==> config.mk <==
export PLATFORM = sky130hd
export DESIGN_NAME = dec_symbol_search
export DESIGN_NICKNAME = d
export VERILOG_FILES = /design/src/rtl/dec_symbol_search.sv
export SDC_FILE = /design/constraint.sdc
export NUM_CORES = 1
export LEC_CHECK = 0
export ABC_AREA = 1
export CORE_UTILIZATION = 40
export DETAILED_ROUTE_END_ITERATION = 8
export PLACE_DENSITY = 0.64
export SKIP_CTS_REPAIR_TIMING = 1
export SKIP_LAST_GASP = 1
export SLEW_MARGIN = 10
export SYNTH_ARGS = -nofsm -noshare
export SYNTH_HDL_FRONTEND = slang
export SYNTH_SLANG_ARGS = --single-unit
==> constraint.sdc <==
create_clock -name clk_dec_search -period 17.25 [get_ports clk_dec_search]
set_input_delay 3.45 -clock clk_dec_search [delete_from_list [all_inputs] [get_ports clk_dec_search]]
set_output_delay 3.45 -clock clk_dec_search [all_outputs]
set_load 0.01 [all_outputs]
==> src/rtl/dec_symbol_search.sv <==
// dec_symbol_search: multi-cycle AV1 inverse-CDF symbol search, one table entry per cycle
module dec_symbol_search #(
   parameter int RANGE_WIDTH  = 16,
   parameter int SYMBOL_WIDTH = 4
) (
   input  logic                    clk_dec_search,
   input  logic                    reset,
   input  logic                    in_valid,
   output logic                    in_ready,
   input  logic [RANGE_WIDTH-1:0]  RNG,
   input  logic [RANGE_WIDTH-1:0]  DIF,
   input  logic [SYMBOL_WIDTH:0]   NSYMS,
   output logic                    cdf_rd_en,
   output logic [SYMBOL_WIDTH-1:0] cdf_addr,
   input  logic [RANGE_WIDTH-1:0]  cdf_data,
   output logic                    out_valid,
   input  logic                    out_ready,
   output logic [SYMBOL_WIDTH-1:0] out_symbol,
   output logic [RANGE_WIDTH-1:0]  RNG_NEW,
   output logic [RANGE_WIDTH-1:0]  DIF_NEW,
   output logic                    err_nsyms
);
   localparam int RW = RANGE_WIDTH;
   localparam int SW = SYMBOL_WIDTH;
   typedef enum logic [1:0] {IDLE, SEARCH, ERR, DONE} state_t;
   state_t state;
   logic [SW-1:0] k, n;
   logic [RW-9:0] rng_hi;
   logic [RW-1:0] dif, u;
   logic [RW-7:0] icdf_hi;
   logic [2*RW-15:0] prod;
   logic [RW:0] v;
   logic legal, more;
   assign legal = NSYMS >= (SW+1)'(2) && NSYMS <= (SW+1)'(1 << SW);
   assign icdf_hi = (RW-6)'(cdf_data >> 6);
   assign prod = (2*RW-14)'(rng_hi) * (2*RW-14)'(icdf_hi);
   assign v = (RW+1)'(prod >> 1) + (RW+1)'({n - k, 2'b00});
   // keep walking while the window top is still below the scaled bound and symbols remain
   assign more = state == SEARCH && {1'b0, dif} < v && k != n;
   assign in_ready = !reset && state == IDLE;
   assign cdf_rd_en = !reset && ((state == IDLE && in_valid && legal) || more);
   assign cdf_addr = (!reset && more) ? k + SW'(1) : '0;
   always_ff @(posedge clk_dec_search) begin
      if (reset) begin
         state <= IDLE;
         k <= '0;
         n <= '0;
         rng_hi <= '0;
         dif <= '0;
         u <= '0;
         out_valid <= 1'b0;
         err_nsyms <= 1'b0;
         out_symbol <= '0;
         RNG_NEW <= '0;
         DIF_NEW <= '0;
      end else begin
         case (state)
            IDLE: if (in_valid) begin
               rng_hi <= (RW-8)'(RNG >> 8);
               dif <= DIF;
               u <= RNG;
               k <= '0;
               n <= NSYMS[SW-1:0] - SW'(1);
               state <= legal ? SEARCH : ERR;
            end
            SEARCH: if (more) begin
               u <= v[RW-1:0];
               k <= k + SW'(1);
            end else begin
               out_symbol <= k;
               RNG_NEW <= u - v[RW-1:0];
               DIF_NEW <= dif - v[RW-1:0];
               err_nsyms <= 1'b0;
               out_valid <= 1'b1;
               state <= DONE;
            end
            ERR: begin
               out_symbol <= '0;
               RNG_NEW <= u;
               DIF_NEW <= dif;
               err_nsyms <= 1'b1;
               out_valid <= 1'b1;
               state <= DONE;
            end
            DONE: if (out_ready) begin
               out_valid <= 1'b0;
               state <= IDLE;
            end
         endcase
      end
   end
endmodule
==> out/metrics.yaml, run 1 <==
status: "completed"
gr-total-overflow: 0
unrepaired_setup_endpoints_after_global_routing: "no"
critical_path.endpoint_type: "output port"
yosys.cell_count.top_type: "sky130_fd_sc_hd__nand2_1"
synth.yosys.seq_area_share_pct: 19.6
cts.clk_slew.worst_paths_ns: 0.06
via_count: 8348
max_cap_violations: 0
drt-total-wl_mm: 23.1
cp_max_fo: 7
netlist_area_um2: 8980
min-delay-start: "out_valid"
numPortBuffers: 94
die_y_um: 152
drv_slew: 0
asr_flop_ratio_synth_pct: 0
grtUsageMet1_pct: 27.7
avgRoutedWirePerCell_um: 13.5
met2_usage_pct: 35.8
detail_routed_via_count_per_cell: 4.89
yosys_most_used_dff: "sky130_fd_sc_hd__dfxtp_1"
cts-root-buf: "sky130_fd_sc_hd__clkbuf_16"
post_synth.cell_area_avg_um2: 6.58
r2r.worst_path.cells: 35
firstDrtPassIters: 5
critPathMaxStageDelay_ns: 0.56
drc: 0
cp.required_ns: 13.80
placeableCoreArea_um2: 21900
die_area_um2: 23100
seqCellArea_um2: 1760
vias_in_the_first_global_route: 8093
holdCritPathClass: "reg -> reg"
worstMarginPinSlew_ns: 0.855
critPathLaunch: "cdf_data[6]"
grt_max_degree: 85
track_usage_pct: 20.9
sinks_on_clock_net: 88
min_period_over_period_pct: 82.4
hold-path-cell-count: 2
synth_enable_flop_cells: 0
worst-endpoint-arrival_ns: 10.77
drt_iter0_drc: 498
worst_slew_margin_relative_to_its_limit_pct: 42.9
pin_count: 101
final_hold_viol_count: 0
most_utilized_layer_in_the_global_route_result: "met2"
grt.met3_usage_pct: 2.77
dieWidth_um: 152
max-clock-path-buffers: 2
setup_viol: 0
clock-skew-final_ns: 0.0125
grt_first_pass_wirelength_mm: 39.5
multi_input_area_um2: 6090
synth.net_count: 1554
detail-route-antenna-nets: 0
grt_antenna_before_repair: 0
netlist_top_cells_area: "sky130_fd_sc_hd__dfxtp_1 20%, sky130_fd_sc_hd__nand2_1 14%, sky130_fd_sc_hd__fa_1 12%"
final_nets: 1610
n_antenna_cell: 0
synth.distinct_cells: 40
post-dp-hpwl_mm: 18.1
yosysWarningCount: 0
drive_above_1_share_pct: 4.84
synth_top_area_share_pct: 19.6
syn-instance-count: 1366
ys_ff_latch: 88
cp_slowest_cell: "sky130_fd_sc_hd__clkdlybuf4s50_1"
setup-tns-final_ns: 0
clkLatencyLatePin_ns: 0.36
gp_congestion: 0.889
start_util_pct: 41.0
synth.top_cells.by_count: "332 x sky130_fd_sc_hd__nand2_1, 224 x sky130_fd_sc_hd__inv_1, 174 x sky130_fd_sc_hd__nor2_1, 103 x sky130_fd_sc_hd__o21ai_0, 88 x sky130_fd_sc_hd__dfxtp_1"
achievable-frequency_mhz: 70.3
post_synth_top_area_cell: "sky130_fd_sc_hd__dfxtp_1"
area_growth_syn_to_layout_pct: 14.9
tritoncts.num_buffers: 9
cts_tree: "done"
worstSetupPathType: "in -> out"
num-fill-cells: 2294
worst_setup_path_start_kind: "input port"
row_cnt: 54
htree_num_levels: 3
post-route-min-period_ns: 14.22
r2r_start: "rng_hi[4]"
[routing by layer]
| metal | wire length [µm] | vias up |
|---|---|---|
| met3 | 913 | 22 |
| met5 | 0 | - |
| met2 | 10800 | 162 |
| met4 | 308 | 0 |
| met1 | 11100 | 3802 |
| li1 | - | 4362 |
[cell usage in the layout (no fill, tap or decap), types with 13 or more instances in the layout]
cell | synthesis | final
sky130_fd_sc_hd__xor2_1 | 17 | 17
sky130_fd_sc_hd__dfxtp_1 | 88 | 88
sky130_fd_sc_hd__nor2_1 | 174 | 174
sky130_fd_sc_hd__clkdlybuf4s50_1 | 0 | 94
sky130_fd_sc_hd__nand3b_1 | 13 | 13
sky130_fd_sc_hd__inv_1 | 224 | 223
sky130_fd_sc_hd__o21ai_0 | 103 | 103
sky130_fd_sc_hd__a21oi_1 | 57 | 57
sky130_fd_sc_hd__nand2_1 | 332 | 332
sky130_fd_sc_hd__ha_1 | 79 | 79
sky130_fd_sc_hd__nand4_1 | 16 | 16
sky130_fd_sc_hd__xnor2_1 | 18 | 18
sky130_fd_sc_hd__fa_1 | 52 | 52
sky130_fd_sc_hd__nand3_1 | 60 | 60
[layout make-up]
type	instances	share of cell area (%)
Sequential cell	88	17.1
Clock buffer	10	2.22
Multi-Input combinational cell	993	59.0
Inverter	232	8.46
Clock inverter	6	0.424
Timing Repair Buffer	98	9.41
Tap cell	280	3.40
[flip-flops by register name (all words and copies together) (netlist names)]
signal and cells:
DIF_NEW 16, RNG_NEW 16, dif 16, u 16, rng_hi 8, k 4
n 4, out_symbol 4, state 2, err_nsyms 1, out_valid 1
[worst max-delay path: cells and delay by family]
kind                     cells  cell delay [ns]
buffers and inverters        7             1.38
AND/OR/NAND/NOR             12             1.50
AO/OA/AOI/OAI                4             0.83
adder cells (fa/ha/maj)      7             2.88
XOR/XNOR                     2             0.71
[metrics by stage]
stage	area (µm²)	instances	setup slack, ns	hold slack [ns]	utilization (%)
after floorplan	8980	1366	4.95	0.433	-
after global placement	10000	1691	3.12	0.455	45.9
after detailed placement	10000	1691	3.14	0.459	45.9
after CTS	10300	1707	3.10	0.471	47.1
after global routing	10300	1707	2.54	0.495	47.1
final	10300	1707	3.03	0.467	47.1
[cells by family after synthesis]
kind of cell / after synthesis / synth area share [%]
AOI/OAI and AO/OA: 184 / 10.7
buffers and inverters: 285 / 12.6
DFF: 88 / 19.6
and+or+nand+nor: 643 / 31.1
adders and majority gates: 131 / 22.6
xor gates and xnor gates: 35 / 3.41
[final timing paths]
| path | slack [ns] | endpoint |
|---|---|---|
| setup / recovery | 3.03 | cdf_addr[3] |
| hold / removal | 0.47 | out_valid |
| setup reg to reg | 9.54 | DIF_NEW[14] |
| hold reg to reg | 0.47 | out_valid |
Power of run 1 is left out: the tool's default activity adds up to more than one toggle a clock period on the data nets, which glitch-free logic cannot reach.
==> inputs of run 2 (changes only) <==
--- a/config.mk
+++ b/config.mk
@@ -8,7 +8,7 @@
 export ABC_AREA = 1
 export CORE_UTILIZATION = 40
 export DETAILED_ROUTE_END_ITERATION = 8
-export PLACE_DENSITY = 0.64
+export PLACE_DENSITY = 0.66
 export SKIP_CTS_REPAIR_TIMING = 1
 export SKIP_LAST_GASP = 1
 export SLEW_MARGIN = 10
==> constraint.sdc (replaced) <==
create_clock -name clk_dec_search -period 11.5 [get_ports clk_dec_search]
set_input_delay 2.3 -clock clk_dec_search [delete_from_list [all_inputs] [get_ports clk_dec_search]]
set_output_delay 2.3 -clock clk_dec_search [all_outputs]
set_load 0.01 [all_outputs]
==> run 2 against run 1 <==
Compared with the run above: die area did not move; clock skew fell by 0.00070 ns; clock-buffer cell count fell by 1; worst setup slack got worse by 2.6 ns; critical path type unchanged; critical endpoint is now cdf_rd_en; largest cell class unchanged; highest routed layer unchanged.
==> out/metrics.yaml, run 2 (synthesis gave the netlist of run 1 again) <==
cts_tree: "done"
drv_slew: 0
min_period_over_period_pct: 96.0
cp_max_fo: 5
sinks_on_clock_net: 88
grt.met3_usage_pct: 3.42
cp.required_ns: 9.20
multi_input_area_um2: 6110
via_count: 8503
critPathMaxStageDelay_ns: 0.55
drive_above_1_share_pct: 6.24
setup_viol: 0
most_utilized_layer_in_the_global_route_result: "met2"
status: "completed"
numPortBuffers: 94
tritoncts.num_buffers: 9
worst_setup_path_start_kind: "input port"
cts.clk_slew.worst_paths_ns: 0.06
post_dp_cell_area_um2: 10200
placeableCoreArea_um2: 21900
hold_ws_ns: 0.463
holdCritPathClass: "reg -> reg"
area_growth_syn_to_layout_pct: 16.9
max_cap_violations: 0
avgRoutedWirePerCell_um: 13.5
post-route-min-period_ns: 11.04
gr-total-overflow: 0
cts-root-buf: "sky130_fd_sc_hd__clkbuf_16"
post-place-cells: 1707
die_area_um2: 23100
achievable-frequency_mhz: 90.6
grt_antenna_before_repair: 0
mostFrequentLayoutCells: "332 x sky130_fd_sc_hd__nand2_1, 223 x sky130_fd_sc_hd__inv_1, 174 x sky130_fd_sc_hd__nor2_1, 102 x sky130_fd_sc_hd__o21ai_0, 92 x sky130_fd_sc_hd__clkdlybuf4s50_1"
gp_congestion: 0.865
layout.cells.non_filler: 1723
start_util_pct: 41.0
grt_max_degree: 84
pin_count: 101
cp_slowest_cell: "sky130_fd_sc_hd__fa_1"
htree_num_levels: 3
final_nets: 1626
vias_in_the_first_global_route: 8267
drt_iter0_drc: 502
worst-endpoint-arrival_ns: 8.74
grt_first_pass_wirelength_mm: 39.3
final_hold_viol_count: 0
worstMarginPinSlew_ns: 0.856
seqCellArea_um2: 1760
firstDrtPassIters: 5
clkLatencyLatePin_ns: 0.36
post-route-cell-area_um2: 10500
die_y_um: 152
track_usage_pct: 20.7
n_antenna_cell: 0
grtUsageMet1_pct: 26.2
post-dp-hpwl_mm: 18.2
worst_slew_margin_relative_to_its_limit_pct: 42.9
num-fill-cells: 2271
drt-total-wl_mm: 23.3
detail_routed_via_count_per_cell: 4.93
max-clock-path-buffers: 2
clock-skew-final_ns: 0.0118
critical_path.endpoint_type: "output port"
cp_common_cell: "sky130_fd_sc_hd__nand2_1"
met2_usage_pct: 36.2
setup-tns-final_ns: 0
unrepaired_setup_endpoints_after_global_routing: "no"
drc: 0
dieWidth_um: 152
row_cnt: 54
most_common_cell_after_layout_fill_and_taps_aside: "sky130_fd_sc_hd__nand2_1"
detail-route-antenna-nets: 0
worstSetupPathType: "in -> out"
[run 2: cell count changes in the layout (fill, tap and decap cells not counted), sizes merged]
cell           previous run  this run
buf                       4        20
bufinv                    0         1
clkbuf                   10         9
clkdlybuf4s50            94        92
clkinv                    5         2
dlymetal6s2s              0         2
inv                     232       235
[run 2: layout make-up]
class | count | area share [%]
flip-flops and latches | 88 | 16.8
multi-input cells | 993 | 58.2
inverters | 232 | 8.31
repair buffers | 114 | 10.4
well taps | 280 | 3.34
clock buffers | 9 | 2.14
clock inverters | 7 | 0.822
[run 2: worst paths after layout]
| path | from | end | slack (ns) | depth (start not counted) |
|---|---|---|---|---|
| max | cdf_data[9] | cdf_rd_en | 0.46 | 31 |
| min | n[0] | n[0] | 0.46 | 2 |
| max reg2reg | rng_hi[4] | DIF_NEW[14] | 4.32 | 33 |
| min reg2reg | n[0] | n[0] | 0.46 | 2 |
[run 2: per-layer routing]
metal / share of wire [%] / wire length, µm / up-vias
met5: 0 / 0 / -
met4: 1.5 / 348 / 0
met3: 4.6 / 1060 / 25
met2: 48 / 11200 / 156
met1: 46 / 10700 / 3928
li1: - / - / 4394
[run 2: through the flow]
step                util (%)  setup WS, ns
floorplan                  -          1.50
global placement        46.4         0.156
detailed placement      46.4         0.170
CTS                     47.9         0.126
global route            48.0        0.0324
finish                  48.0         0.459
[run 2: critical path, delay by kind of cell]
| kind | cells | cell delay, ns |
|---|---|---|
| compound gates | 5 | 0.82 |
| buf+inv | 7 | 1.26 |
| fa+ha+maj | 7 | 2.97 |
| xor+xnor | 1 | 0.18 |
| simple gates | 11 | 1.19 |
Power of run 2 is left out for the same reason.
==> inputs of run 3 (changes only) <==
--- a/config.mk
+++ b/config.mk
@@ -6,6 +6,7 @@
 export NUM_CORES = 1
 export LEC_CHECK = 0
 export ABC_AREA = 1
+export CAP_MARGIN = 5
 export CORE_UTILIZATION = 40
 export DETAILED_ROUTE_END_ITERATION = 8
 export PLACE_DENSITY = 0.66
==> results of run 3 <==
The final DEF is identical to that of run 2; final timing and power are the same.
Power of run 3 is left out for the same reason.
